--- src/rtl/alu_share_arbiter.sv ---
// Two-requester front end for a single shared 4-bit combinational ALU.
// It grants one request in IDLE, executes for one cycle in EXEC and holds each result until consumed.
module alu_share_arbiter #(
    parameter bit RR_EN = 1'b1,
    parameter int CNT_W = 8
) (
    input  logic             clk,
    input  logic             rst_n,
    input  logic             req0_valid,
    output logic             req0_ready,
    input  logic [3:0]       req0_a,
    input  logic [3:0]       req0_b,
    input  logic [1:0]       req0_op,
    input  logic             req1_valid,
    output logic             req1_ready,
    input  logic [3:0]       req1_a,
    input  logic [3:0]       req1_b,
    input  logic [1:0]       req1_op,
    output logic             rsp0_valid,
    input  logic             rsp0_ready,
    output logic [3:0]       rsp0_result,
    output logic             rsp0_carry,
    output logic             rsp1_valid,
    input  logic             rsp1_ready,
    output logic [3:0]       rsp1_result,
    output logic             rsp1_carry,
    output logic [3:0]       alu_a,
    output logic [3:0]       alu_b,
    output logic [1:0]       alu_op,
    input  logic [3:0]       alu_result,
    input  logic             alu_carry,
    output logic             busy,
    output logic [CNT_W-1:0] op_count
);

    // Handshakes: a request transfers on an edge where reqi_valid and reqi_ready are both 1;
    // a response transfers (and rspi_valid drops) on an edge where rspi_valid and rspi_ready are both 1.

    localparam logic [0:0] IDLE = 1'b0;
    localparam logic [0:0] EXEC = 1'b1;

    logic [0:0] state;
    logic       owner;
    logic       last_grant;
    logic       elig0;
    logic       elig1;
    logic       grant_any;
    logic       grant_id;
    logic       exec_carry;

    // A requester still holding an unconsumed result sits out arbitration.
    always_comb begin
        elig0     = req0_valid & ~rsp0_valid;
        elig1     = req1_valid & ~rsp1_valid;
        grant_any = (state == IDLE) & (elig0 | elig1);
        grant_id  = elig1;
        if (elig0 && elig1) begin
            grant_id = RR_EN ? ~last_grant : 1'b0;
        end
    end

    assign req0_ready = grant_any & ~grant_id;
    assign req1_ready = grant_any & grant_id;
    assign busy       = (state == EXEC);

    // Logic ops have no meaningful carry, so whatever the ALU reports is masked.
    assign exec_carry = alu_op[1] ? 1'b0 : alu_carry;

    always_ff @(posedge clk or negedge rst_n) begin
        if (!rst_n) begin
            state       <= IDLE;
            owner       <= 1'b0;
            last_grant  <= 1'b1;
            alu_a       <= 4'd0;
            alu_b       <= 4'd0;
            alu_op      <= 2'd0;
            rsp0_valid  <= 1'b0;
            rsp0_result <= 4'd0;
            rsp0_carry  <= 1'b0;
            rsp1_valid  <= 1'b0;
            rsp1_result <= 4'd0;
            rsp1_carry  <= 1'b0;
            op_count    <= '0;
        end else begin
            if (rsp0_valid && rsp0_ready) begin
                rsp0_valid <= 1'b0;
            end
            if (rsp1_valid && rsp1_ready) begin
                rsp1_valid <= 1'b0;
            end
            case (state)
                IDLE: begin
                    if (grant_any) begin
                        alu_a      <= grant_id ? req1_a  : req0_a;
                        alu_b      <= grant_id ? req1_b  : req0_b;
                        alu_op     <= grant_id ? req1_op : req0_op;
                        owner      <= grant_id;
                        last_grant <= grant_id;
                        state      <= EXEC;
                    end
                end
                EXEC: begin
                    if (owner) begin
                        rsp1_valid  <= 1'b1;
                        rsp1_result <= alu_result;
                        rsp1_carry  <= exec_carry;
                    end else begin
                        rsp0_valid  <= 1'b1;
                        rsp0_result <= alu_result;
                        rsp0_carry  <= exec_carry;
                    end
                    op_count <= op_count + CNT_W'(1);
                    state    <= IDLE;
                end
                default: state <= IDLE;
            endcase
        end
    end

endmodule
--- config.mk ---
export PLATFORM = sky130hd
export DESIGN_NAME = alu_share_arbiter
export DESIGN_NICKNAME = d
export VERILOG_FILES = /design/src/rtl/alu_share_arbiter.sv
export SDC_FILE = /design/constraint.sdc
export NUM_CORES = 1
export LEC_CHECK = 0
export CORE_UTILIZATION = 37
export DETAILED_ROUTE_END_ITERATION = 6
export PLACE_DENSITY = 0.75
export SETUP_SLACK_MARGIN = 0.3
export SLEW_MARGIN = 0
export SYNTH_ARGS = -nofsm -noshare
export SYNTH_HDL_FRONTEND = slang
export SYNTH_SLANG_ARGS = --single-unit
--- constraint.sdc ---
create_clock -name clk -period 1.3 [get_ports clk]
set_input_delay 0.195 -clock clk [delete_from_list [all_inputs] [get_ports clk]]
set_output_delay 0.195 -clock clk [all_outputs]
set_load 0.01 [all_outputs]
[Word-level counts from Yosys, hierarchy flattened]
Cells that the tools add are included.
Word-level totals
  register bits: 33
  bits in latches: 0
  memory bits (writable): 0
  bits in read-only memories: 0
  input port bits: 31
  output and inout port bits: 33
  logic and storage cells: 45
  memories kept: 0
Operators by class
  $add $sub $neg: 1
  multiply operators: 0
  divide/modulo/power cells: 0
  order comparisons: 0
  equality and inequality tests: 0
  shifts and indexed selects: 0
  multiplexer cells: 13
  bitwise gates (word level): 12
  reductions and logical operators: 6
Operators by type and width (count)
  $mux W1: 9
  $add A8 B1 Y8 const B: 1
  $mux W4: 2
  $not A1 Y1: 6
  $reduce_and A2 Y1: 3
  $and A1 B1 Y1: 5
  $logic_and A1 B1 Y1: 3
  $mux W2: 1
  $pmux W1 S2: 1
  $or A1 B1 Y1: 1

[Longest topological paths before layout]
Gate-level depths: netlist (run 1).
  word-level depth: 6
  depth in mapped cells: 5
  mapped depth without buffers: 4

[Worst setup path before layout (run 1)]
Ideal clock, no wire load.
  kind: reg2out
  start point: register state, in the netlist busy
  end point: output port req0_ready
  arrival time: 1.178 ns
  data required time: 1.105 ns
  slack: -0.073 ns
  cell stages (with the launch flop): 5
  buffers on the path: 2
  cell sequence: dfrtp_1 buf_4 nor3b_1 buf_2 and2_1
On the way
  word-level cells in the longest chain between the ends: 3
RTL lines
  start: declaration: line 42  | logic [0:0] state;
  start signal: assignment: line 71  | state <= IDLE;
  start signal: assignment: line 99  | state <= EXEC;
  start signal: assignment: line 113  | state <= IDLE;
  $not A1 Y1
  $and A1 B1 Y1: line 55  | grant_any = (state == IDLE) & (elig0 | elig1);
  $and A1 B1 Y1: line 62  | assign req0_ready = grant_any & ~grant_id;
  end: declaration: line 10  | output logic req0_ready,
Every way passes these cells.

[Worst setup path after layout (run 1)]
  start point: register rsp1_valid
  end point: output port req0_ready
On the way
  word-level cells in the longest chain between the ends: 6
  elaborated cells between the ends (all ways): 8
  those cells by class: mux (1); bitwise (6); reduce/logical (1)
RTL lines
  start: declaration: line 23  | output logic rsp1_valid,
  start signal: assignment: line 80  | rsp1_valid <= 1'b0;
  start signal: assignment: line 89  | rsp1_valid <= 1'b0;
  start signal: assignment: line 104  | rsp1_valid <= 1'b1;
  $not A1 Y1 (*): line 54  | elig1 = req1_valid & ~rsp1_valid;
  $and A1 B1 Y1 (*): line 54
  $logic_and A1 B1 Y1: line 57  | if (elig0 && elig1) begin
  $mux W1: line 57
  $not A1 Y1: line 62
  $and A1 B1 Y1 (*): line 62
Mark *: on every way between the ends. The rest lies on a longest branch, timed or not.

==> flow_metrics.tcl, run 1 <==
set metrics [dict create \
    status "finished with violations" \
    failed_checks "setup timing" \
    fmax_mhz 641 \
    coreArea_um2 3740 \
    route.detailed.wl_per_inst_um 14.5 \
    synth_warnings 0 \
    synth.area.top_cells "dfrtp_1 (55%), o221ai_2 (7.2%), inv_1 (6.4%)" \
    multiInputGateArea_um2 677 \
    slew_headroom 0.876 \
    worstMarginPinSlew_ns 0.184 \
    use_met2 0.387 \
    cap_violations 0 \
    power_density_nw_per_um2 2390 \
    ctsHtreeMaxLevel 2 \
    fin_nets 276 \
    maxSlewViolCount 0 \
    ctsHoldBuffers 0 \
    die_y_um 65.0 \
    place_congestion 0.699 \
    finalWirelength_mm 4.23 \
    drc 0 \
    path_max_fanout 3 \
    drtPass1Iterations 4 \
    n_fill_cell 260 \
    grt.total_usage 0.218 \
    rsz0062_at_grt "yes" \
    use_met3 0.0634 \
    p_sw_frac 0.364 \
    synthesis.area_um2 1470 \
    met1_usage 0.242 \
    clockPowerShare 0.122 \
    r2r-start "busy" \
    area_growth_pct 82.9 \
    critPathKind "flop to output pin" \
    ys_seq_area_frac 0.564 \
    fin_ws_ns -0.260 \
    rows 22 \
    clock_sink_count 33 \
    cts_buffers 5 \
    critPathCaptureType "output pin" \
    peakVddDrop_mv 1.00 \
    clk_latency_ns 0.28 \
    grt_busiest_layer "met2" \
    grt_max_degree 34 \
    period_needed_ns 1.56 \
    root_buffer "clkbuf_8" \
    min-delay-path-class "input pin to asynchronous set/reset pin" \
    p_leak_nw 1.36 \
    stdcell_count 292 \
    overflow 0 \
    die_area_um2 4220 \
    synth_top_area_frac 0.546 \
    ys.flop_type "dfrtp_1" \
    crit_start "rsp1_valid" \
    synth_area_leader_cell "dfrtp_1" \
    async_reset_ff_frac 1.00 \
    start_util 0.392 \
    num_io_pins 64 \
    synthDistinctLibCells 26 \
    place_hpwl_mm 2.66 \
    tritoncts "built" \
    combPwrFrac 0.585 \
    die_w_um 65.0 \
    dp_cells 253 \
    crit_required_ns 1.11 \
    synthTopCellsByCount "dfrtp_1 (32), inv_1 (25), nand2_1 (20)" \
    finalSetupViolations 17 \
    hold_violations 0 \
    port_buffers 63 \
    placed_area_um2 2290 \
    synth-seq-cells 33 \
    diodes 0 \
    whs_ns 0.288 \
    period_share 1.20 \
    clkTransAtPathRegs_ns 0.07 \
    drive_above_1_share 0.492 \
    grt_pass1_vias 1481 \
    worst_ep_arrival_time_ns 1.37 \
    antenna_left 0 \
    clk_path_buf_depth 2 \
    via_count 1390 \
    seq_area_um2 831 \
    synth_edf_count 0 \
    pwr-share-seq 0.293 \
    internal-power_mw 4.09 \
    grt_pass1_wl_mm 6.82 \
    synthCells 136 \
    stdcell_area_um2 2680 \
    dr.first_iter.drc_count 56 \
    skew_ns 0.00159 \
    synth.net_count 168 \
    synth_most_common_cell "dfrtp_1" \
    avgSynthCellArea_um2 10.8 \
    antenna_found_initial 0 \
    switching_power_mw 2.34 \
    cp-start-kind "flop" \
    viasPerCell 4.76 \
]
==> cell usage in the layout, fill, tap and decap left out, types with 2 or more instances in the layout <==
cell,count
dfrtp_1,29
clkdlybuf4s50_1,29
buf_2,26
buf_4,25
inv_1,24
buf_6,21
nand2_1,17
o221ai_2,10
nand3_1,9
clkbuf_8,6
mux2_4,5
xor2_1,4
nand2b_4,3
o21ai_1,3
dfrtp_2,3
o21ai_0,2
xnor2_1,2
buf_12,2
==> metal layers <==
layer | routed length [um] | part of all wire | vias up
li1 | - | - | 664
met4 | 71 | 0.017 | 0
met1 | 1670 | 0.39 | 663
met2 | 2220 | 0.52 | 55
met5 | 0 | 0 | -
met3 | 274 | 0.065 | 8
==> stage by stage <==
stage | setup TNS [ns] | power, mW | worst slack, ns | utilization
floorplan | 0 | 3.33 | 0.0187 | -
global placement | -4.63 | 4.64 | -0.625 | 0.612
detailed placement | -5.13 | 4.75 | -0.642 | 0.612
CTS | -1.85 | 6.12 | -0.278 | 0.686
global route | -3.04 | 6.80 | -0.284 | 0.717
finish | -2.55 | 6.43 | -0.260 | 0.717
==> sequential cells by signal, summed over array words and instances, names as in the netlist, 2 cells and up <==
signal       cells
alu_a            4
alu_b            4
alu_op           2
op_count         8
rsp0_result      4
rsp1_result      4
==> timing repair <==
action / in CTS / in global routing
cloned: 1 / 1
endpoints found under the setup margin: 62 / 66
pin swaps: 11 / 3
setup buffers: 24 / 6
hold endpoints to repair: 0 / 0
gates resized for setup: 176 / 8
==> power by group through the flow <==
stage | sequential [mW] | combinational [mW] | clock, mW
CTS | 1.87 | 3.47 | 0.781
detailed placement | 1.93 | 2.82 | 0
global placement | 1.90 | 2.74 | 0
floorplan | 2.11 | 1.22 | 0
global route | 1.93 | 4.02 | 0.845
finish | 1.88 | 3.76 | 0.786
==> area by class of cell <==
cell class                 instances  area share
timing repair buffer             106       0.348
sequential                        33       0.310
multi-input combinational         73       0.252
inverter                          25      0.0359
clock buffer                       7      0.0322
tap                               48      0.0224
==> worst max-delay path, stage by stage (launching register included) <==
cell and delay (ns):
dfrtp_1 0.42, or3b_4 0.40, and2_4 0.15, buf_6 0.11
==> final timing paths <==
path | to | slack, ns | depth (start not counted)
worst max-delay path | req0_ready | -0.26 | 3
worst min-delay path | op_count[5] | 0.29 | 2
worst max register to register | alu_op[0] | -0.17 | 5
worst min register to register | rsp1_carry | 0.49 | 2
max in group asynchronous | last_grant | 0.77 | 2
min in group clk | rsp1_valid | 0.46 | 2
==> cells by family after synthesis <==
group           count (synthesis)  synth area share
compound gates                 18             0.120
xor+xnor                        7            0.0418
fa+ha+maj                       1           0.00852
buf+inv                        30            0.0887
flops                          33             0.564
mux                             5            0.0384
simple gates                   42             0.139
No activity file was read; power rests on OpenSTA's default activity.
==> run 2: changes to the inputs <==
--- a/config.mk
+++ b/config.mk
@@ -7,6 +7,7 @@
 export LEC_CHECK = 0
 export CORE_UTILIZATION = 37
 export DETAILED_ROUTE_END_ITERATION = 6
+export GPL_TIMING_DRIVEN = 1
 export PLACE_DENSITY = 0.75
 export SETUP_SLACK_MARGIN = 0.3
 export SLEW_MARGIN = 0
==> results of run 2 <==
The final DEF is identical to that of run 1; final timing and power are the same.
